### src/rtl/jdrosent_debounce_sync.sv
// Two-flop synchroniser plus counter debounce for one raw button line.
// Define DEBOUNCE_EVENT_COUNT_EN to drive a 4-bit press count on io_out[7:4].
module jdrosent_debounce_sync #(
  parameter int DEBOUNCE_CYCLES = 8
) (
  input  logic [7:0] io_in,
  output logic [7:0] io_out
);

  localparam int CW = $clog2(DEBOUNCE_CYCLES + 1);
  localparam logic [CW-1:0] CMAX = CW'(DEBOUNCE_CYCLES);

  typedef enum logic {
    IDLE,
    CHECK
  } state_t;

  logic clk;
  logic rst_n;
  logic raw;
  logic unused_in;

  assign clk       = io_in[0];
  assign rst_n     = io_in[1];
  assign raw       = io_in[2];
  assign unused_in = ^io_in[7:3];

  logic          s1;
  logic          s;
  logic          clean;
  logic          clean_d;
  logic          glitch;
  logic          glitch_d;
  logic          rise;
  state_t        state;
  state_t        state_d;
  logic [CW-1:0] cnt;
  logic [CW-1:0] cnt_d;

  always_ff @(posedge clk or negedge rst_n) begin
    if (!rst_n) begin
      s1 <= 1'b0;
      s  <= 1'b0;
    end else begin
      s1 <= raw;
      s  <= s1;
    end
  end

  always_ff @(posedge clk or negedge rst_n) begin
    if (!rst_n) begin
      state  <= IDLE;
      cnt    <= '0;
      clean  <= 1'b0;
      glitch <= 1'b0;
    end else begin
      state  <= state_d;
      cnt    <= cnt_d;
      clean  <= clean_d;
      glitch <= glitch_d;
    end
  end

  always_comb begin
    state_d  = state;
    cnt_d    = cnt;
    clean_d  = clean;
    glitch_d = 1'b0;
    unique case (state)
      IDLE: begin
        if (s != clean) begin
          state_d = CHECK;
          cnt_d   = CW'(1);
        end else begin
          cnt_d = '0;
        end
      end
      CHECK: begin
        if (s == clean) begin
          state_d  = IDLE;
          cnt_d    = '0;
          glitch_d = 1'b1;
        end else if (cnt == CMAX) begin
          state_d = IDLE;
          cnt_d   = '0;
          clean_d = s;
        end else begin
          cnt_d = cnt + CW'(1);
        end
      end
      default: begin
        state_d = IDLE;
        cnt_d   = '0;
      end
    endcase
  end

  assign rise = ~clean & clean_d;

  assign io_out[0] = clean;
  assign io_out[1] = (state == CHECK);
  assign io_out[2] = s;
  assign io_out[3] = glitch;

`ifdef DEBOUNCE_EVENT_COUNT_EN
  logic [3:0] evt;

  // Counts in the same edge clean rises; wraps naturally.
  always_ff @(posedge clk or negedge rst_n) begin
    if (!rst_n) begin
      evt <= 4'd0;
    end else if (rise) begin
      evt <= evt + 4'd1;
    end
  end

  assign io_out[7:4] = evt;
`else
  logic unused_rise;

  assign unused_rise = rise;
  assign io_out[7:4] = 4'b0000;
`endif

endmodule

### config.mk
export PLATFORM = sky130hd
export DESIGN_NAME = jdrosent_debounce_sync
export DESIGN_NICKNAME = d
export VERILOG_FILES = /design/src/rtl/jdrosent_debounce_sync.sv
export SDC_FILE = /design/constraint.sdc
export NUM_CORES = 1
export LEC_CHECK = 0
export BUFFER_PORTS_ARGS = -buffer_cell sky130_fd_sc_hd__buf_4
export CORE_AREA = 2 2 39 41
export DETAILED_ROUTE_END_ITERATION = 6
export DIE_AREA = 0 0 41 43
export GPL_TIMING_DRIVEN = 0
export PLACE_DENSITY = 0.58
export RECOVER_POWER = 100
export SYNTH_ARGS = -nofsm -noshare
export SYNTH_HDL_FRONTEND = slang
export SYNTH_SLANG_ARGS = --single-unit
export TNS_END_PERCENT = 20
### constraint.sdc
create_clock -name io_in -period 2.5 [get_ports io_in]
set_clock_uncertainty 0.15 [all_clocks]
set_input_delay 0.125 -clock io_in [delete_from_list [all_inputs] [get_ports io_in]]
set_output_delay 0.125 -clock io_in [all_outputs]
set_load 0.05 [all_outputs]
* After elaboration in Yosys (flattened, before gate mapping)
Index checks and enable logic that the tools add are counted.
Word-level totals: flip-flop bits (word level) 9, bits of input ports 8, output and inout port bits 8, word-level logic and storage cells 23
Operators by class: $add $sub $neg 1, equal/unequal tests 3, muxes and demuxes 10, bitwise gates (word level) 2, reduce and logical (&&, ||, !) cells 1
Operators by type and width (count):
- $mux W4 | 2
- $pmux W4 S2 | 1
- $mux W1 | 6
- $add A4 B1 Y4 const B | 1
- $eq A4 B4 Y1 const B | 1
- $reduce_and A3 Y1 | 1
- $not A1 Y1 | 2
- $pmux W1 S2 | 1
- $eq A1 B1 Y1 | 1
- $ne A1 B1 Y1 | 1

* Depth between registers and ports, before layout
Gate-level depths: netlist of run 1.
depth in word-level cells 4, depth in mapped cells 5, depth with buffers taken out 5

* Worst setup path after synthesis of run 1
Ideal clock, no wire load.
path type reg-to-reg, from register cnt[0], to register clean, setup time 125 ps, arrival time 1193 ps, required time 2225 ps, path slack 1032 ps, stages on the path, launching flop included 6, buffers on the path 0, period minus slack after synthesis 1468 ps, cell sequence dfrtp_1 inv_1 ha_1 and3b_2 nand2_2 mux2_4
On the way: longest elaborated chain between the ends 2
RTL lines:
- start: declaration | line 37 | logic [CW-1:0] cnt;
- start signal: assignment | line 58 | cnt <= cnt_d;
- $eq A4 B4 Y1 | line 83 | end else if (cnt == CMAX) begin
- $reduce_and A3 Y1 (no source line)
- end signal: assignment | line 59 | clean <= clean_d;
- end: declaration | line 30 | logic clean;
Every way passes these cells. A chain may end at the register's enable or synchronous reset.

* Worst setup path after layout of run 1
from register state, to output io_out[1]
RTL lines:
- start: declaration | line 35 | state_t state;
- start signal: assignment | line 57 | state <= state_d;
- end: declaration | line 7 | output logic [7:0] io_out
No word-level cell between the ends.

==> metrics.csv, run 1 <==
stage;metric;value;unit
setup_path;critPathMaxFanout;7;
placement;port_buffers;4;
setup_path;endpoint_kind;output port;
yosys;yosysUniqueCellTypes;21;
setup_path;critPathTopFamily;buffers and inverters;
timing;tightest_slew;0.589;ns
timing;relSlewSlack;60.9;%
layout;drive_gt1_share;23.6;%
placement;dp_hpwl;490;microns
setup_path;crit_required;2.23;ns
setup_path;regToRegSetupSlack;0.93;ns
clocking;post_cts_buffers;0;
setup_path;cp-start-kind;flip-flop;
yosys;yosysTopAreaCellShare;49.7;%
floorplanning;rows;14;
yosys;postSynthAreaPerCell;11.3;sq um
drt;num_vias;301;
layout;fin_nets;65;
setup_path;critical_path.max_stage_delay;0.46;ns
layout;final_cell_mix;dfrtp_1 (9), buf_4 (8), clkbuf_1 (7);
clocking;hold_buffers;0;
drt;drt-total-wl;733;microns
outcome;violations;hold timing;
timing;min_period;1.59;ns
global_route;first_global_vias;326;
setup_path;reg2reg_from;cnt[0];
setup_path;critPathArrivalTime;1.31;ns
power_and_ir_drop;finalPower;0.375;mW
layout;syn_to_final_growth;19.1;%
yosys;ys_seq_elements;9;
clocking;path_clk_slew;0.06;ns
drt;drc;0;
yosys;yosysTopAreaCell;dfrtp_1;
yosys;synth_warnings;0;
clocking;post_cts_resized;0;
timing;setup_viol;0;
yosys;syn_inst;40;
floorplanning;fp.dieH;43;microns
power_and_ir_drop;power_leakage;0.273;nW
setup_path;rr_worst_depth;5;
floorplanning;initial_core_util;32.7;%
setup_path;reg2reg_to;clean;
yosys;syn_area;453;sq um
layout;diodes;0;
outcome;status;complete, but fails checks;
drt;avgViaCountPerCell;4.24;
global_route;grt_start_max_net_pins;8;
drt;drt_iter0_markers;10;
global_route;overflow;0;
yosys;synth_seq_area_share;49.7;%
clocking;cts_tree;yes;
layout;finalNonFillerCells;71;
placement;dpl_worst_slack;0.951;ns
layout;fill_cells;145;
timing;fmax;0.630;GHz
timing;hold_violations;10;
floorplanning;design.die.area;1760;sq um
setup_path;cp_cell_sequence;buf_4 -> clkbuf_1;
floorplanning;pin_count;16;
setup_path;crit_type;reg2out;
min_path;hold_class;clk2async;
drt;wl_per_cell;10.3;microns
layout;final_common_cell;dfrtp_1;
placement;routabilityCongestion;0.729;
placement;dp_cells;63;
global_route;antenna_found_initial;0;
clocking;worstSkewPairLatency;0.26;ns
timing;maxSlewViolCount;0;
floorplanning;dieWidth;41;microns
floorplanning;core;1380;sq um
run;cap_viol_max_count;0;
timing;timing.setup.tns;0;ns
power_and_ir_drop;ir_drop;310;uV
timing;setup_ws;0.912;ns
power_and_ir_drop;p_per_area;695;nW/um^2
drt;postRouteAntennaNets;0;
timing;rsz0062_at_grt;false;
timing;fin_crit_sh;63.5;%
yosys;synth_area_leaders;dfrtp_1 (50%), buf_4 (13%), ha_1 (5.5%), mux2_4 (3.3%), a21oi_1 (2.2%);
global_route;grt_usage;12.3;%
global_route;grt_first_pass_wirelength;1240;microns
setup_path;path_buf_inv;2;
drt;drtPass1Iterations;4;
timing;holdWs;-0.450;ns
setup_path;slowest_stage;dfrtp_1;
[synthesized netlist by cell type]
library cell / count
o21a_1: 1
ha_1: 2
inv_1: 2
dfrtp_1: 9
xnor2_1: 1
conb_1: 1
and3b_2: 1
a21oi_1: 2
o211ai_1: 1
mux2_4: 1
xor2_1: 1
nand2_1: 1
nand2_2: 1
and3_1: 1
and2_1: 1
mux2i_1: 1
nor2_1: 2
nand4b_1: 1
a31oi_1: 1
or3b_1: 1
buf_4: 8
[worst register-to-register path, stage by stage (launching register included)]
cell	delay (ns)
dfrtp_1	0.40
inv_1	0.08
ha_1	0.22
and3b_1	0.22
nand2_2	0.08
mux2_1	0.31
[registers in the layout (all words and copies together) (netlist names)]
register and flops:
glitch 1, s 1, clean 1, cnt 4, s1 1, state 1
[layout make-up]
class | count | area (sq um) | area share, %
Multi-Input combinational cell | 24 | 166 | 30.9
Timing Repair Buffer | 4 | 15.0 | 2.78
Clock buffer | 7 | 41.3 | 7.66
Inverter | 2 | 7.51 | 1.39
Sequential cell | 9 | 225 | 41.8
Clock inverter | 1 | 3.75 | 0.696
Buffer | 8 | 60.1 | 11.1
Tap cell | 16 | 20.0 | 3.71
[worst max path at each step]
stage	startpoint	end	slack, ns	depth (start not counted)
after floorplan	io_in[2]	s1	1.0	0
after global placement	cnt[0]	clean	0.96	5
after detailed placement	cnt[0]	clean	0.95	5
after CTS	cnt[0]	clean	0.95	5
after global routing	state	io_out[1]	0.84	2
final	state	io_out[1]	0.91	2
[kinds of logic after synthesis]
group                    share of synthesized area [%]
buffers and inverters                             14.9
flip-flops                                        49.7
AND/OR/NAND/NOR                                   12.7
AO/OA/AOI/OAI                                     6.91
adder cells (fa/ha/maj)                           5.52
XOR/XNOR                                          3.87
multiplexers                                      5.52
other                                            0.828
[metrics by stage]
stage	cell area (sq um)	util, %
after floorplan	464	-
after global placement	514	37.2
after detailed placement	514	37.2
after CTS	567	41.0
after global routing	539	39.0
final	539	39.0
[report_power, final]
| group | switching, mW | total, mW | internal (mW) |
|---|---|---|---|
| clock | 0.117 | 0.212 | 0.0947 |
| combinational | 0.0139 | 0.0181 | 0.00429 |
| sequential | 0 | 0.145 | 0.145 |
| total | 0.131 | 0.375 | 0.244 |
[layer usage]
layer,vias up,global-route usage (%),wire [microns]
met4,0,21.3,17
met5,-,0,0
li1,154,-,-
met1,134,11.9,315
met3,4,7.85,52
met2,9,12.2,347
(Power assumes the default switching activity.)
==> run 2: changes to the inputs <==
==> constraint.sdc (replaced) <==
create_clock -name io_in -period 1.63 [get_ports io_in]
set_clock_uncertainty 0.15 [all_clocks]
set_input_delay 0.0815 -clock io_in [delete_from_list [all_inputs] [get_ports io_in]]
set_output_delay 0.0815 -clock io_in [all_outputs]
set_load 0.05 [all_outputs]
==> metrics.csv, run 2 (same netlist as run 1, synthesis figures left out) <==
stage;metric;value;unit;change
layout;fill_cells;143;;was 145
power_and_ir_drop;power_leakage;0.283;nW;was 0.273 nW
layout;diodes;0;;unchanged
global_route;first_global_vias;326;;unchanged
floorplanning;pin_count;16;;unchanged
layout;largest_register;cnt;;unchanged
timing;fin_crit_sh;95.1;%;
clocking;worstSkewPairLatency;0.26;ns;about the same
drt;avgViaCountPerCell;4.23;;was 4.24
layout;seq_area;225;sq um;unchanged
setup_path;crit_type;reg2reg;;was reg2out
clocking;cts_tree;yes;;unchanged
floorplanning;dieWidth;41;microns;unchanged
layout;final_cell_mix;dfrtp_1 (9), buf_4 (8), conb_1 (4), clkbuf_4 (4), clkbuf_1 (4);;was dfrtp_1 (9), buf_4 (8), clkbuf_1 (7)
global_route;grt_usage;12.3;%;unchanged
outcome;status;complete, but fails checks;;unchanged
clocking;hold_buffers;0;;unchanged
timing;hold_violations;10;;unchanged
timing;setup_viol;0;;unchanged
clocking;path_clk_slew;0.06;ns;about the same
global_route;grt_first_pass_wirelength;1240;microns;unchanged
floorplanning;fp.dieH;43;microns;unchanged
drt;drt-total-wl;728;microns;was 733 microns
timing;min_period;1.55;ns;
timing;timing.setup.tns;0;ns;unchanged
clocking;post_cts_buffers;0;;unchanged
setup_path;critPathMaxFanout;4;;was 7
power_and_ir_drop;p_per_area;1050;nW/um^2;was 695 nW/um^2
setup_path;critPathArrivalTime;1.55;ns;was 1.31 ns
layout;multi_input_area;170;sq um;was 166 sq um
layout;fin_nets;65;;unchanged
timing;holdWs;-0.450;ns;about the same
placement;routabilityCongestion;0.729;;unchanged
setup_path;reg2reg_to;clean;;unchanged
timing;relSlewSlack;61.0;%;was 60.9%
drt;wl_per_cell;10.3;microns;about the same
setup_path;rr_worst_depth;5;;unchanged
drt;drt_iter0_markers;10;;unchanged
timing;fmax;0.645;GHz;
outcome;violations;hold timing;;unchanged
timing;tightest_slew;0.588;ns;was 0.589 ns
clocking;post_cts_resized;0;;unchanged
min_path;hold_class;clk2async;;unchanged
drt;drtPass1Iterations;4;;unchanged
timing;maxSlewViolCount;0;;unchanged
setup_path;cp-start-kind;flip-flop;;unchanged
layout;drive_gt1_share;30.9;%;was 23.6%
placement;port_buffers;4;;unchanged
layout;largest_register_ffs;4;;unchanged
floorplanning;design.die.area;1760;sq um;unchanged
drt;postRouteAntennaNets;0;;unchanged
global_route;overflow;0;;unchanged
drt;drc;0;;unchanged
setup_path;reg2reg_from;cnt[0];;unchanged
layout;syn_to_final_growth;20.7;%;was 19.1%
timing;rsz0062_at_grt;false;;unchanged
power_and_ir_drop;ir_drop;476;uV;was 310 uV
setup_path;crit_required;1.63;ns;was 2.23 ns
run;cap_viol_max_count;0;;unchanged
layout;final_common_cell;dfrtp_1;;unchanged
setup_path;regToRegSetupSlack;0.08;ns;was 0.93 ns
placement;dp_hpwl;490;microns;unchanged
global_route;antenna_found_initial;0;;unchanged
floorplanning;rows;14;;unchanged
setup_path;endpoint_kind;flip-flop;;was output port
drt;num_vias;300;;was 301
global_route;grt_start_max_net_pins;8;;unchanged
floorplanning;initial_core_util;32.7;%;unchanged
floorplanning;core;1380;sq um;unchanged
[run 2: cell types whose count changed in the layout (fill, tap and decap cells not counted)]
cell / previous run / this run
mux2_1: 1 / 0
mux2_4: 0 / 1
clkbuf_2: 0 / 3
clkbuf_1: 7 / 4
[run 2: area by class of cell]
cell class,count,share of cell area (%)
tap,16,3.66
multi-input combinational,24,31.1
timing repair buffer,4,3.43
sequential,9,41.2
clock buffer,7,7.55
clock inverter,1,0.686
buffer,8,11.0
inverter,2,1.37
[run 2: worst max-delay path: stages, from the launching register on]
cell	delay, ns
dfrtp_1	0.40
inv_1	0.08
ha_1	0.22
and3b_1	0.22
nand2_2	0.08
mux2_4	0.29
[run 2: per-stage QoR]
step,setup WS (ns),std cells,util (%),total power [mW],area (sq um)
after global routing,0.0235,71,39.5,0.633,547
after global placement,0.0908,63,37.2,0.255,514
final,0.0791,71,39.5,0.574,547
after CTS,0.0777,71,41.0,0.641,567
after detailed placement,0.0815,63,37.2,0.255,514
after floorplan,0.162,43,-,0.255,464
[run 2: worst max path at each step]
stage	from	to	cells past startpoint	slack (ns)
2_1_floorplan	cnt[0]	clean	5	0.16
3_3_place_gp	cnt[0]	clean	5	0.09
3_5_place_dp	cnt[0]	clean	5	0.08
4_1_cts	cnt[0]	clean	5	0.08
5_1_grt	cnt[0]	clean	5	0.02
6_report	cnt[0]	clean	5	0.08
[run 2: report_power, final]
| part | switching, mW | internal, mW | total [mW] | leakage [nW] |
|---|---|---|---|---|
| combinational | 0.0213 | 0.00658 | 0.0278 | 0.133 |
| clock | 0.179 | 0.145 | 0.324 | 0.0235 |
| sequential | 0 | 0.222 | 0.222 | 0.126 |
[run 2: routing by layer]
layer	up-vias	GRT usage [%]	part of all wire (%)
met3	4	7.85	7.0
met4	0	21.3	2.3
met1	134	11.9	43
li1	153	-	-
met2	9	12.2	48
met5	-	0	0
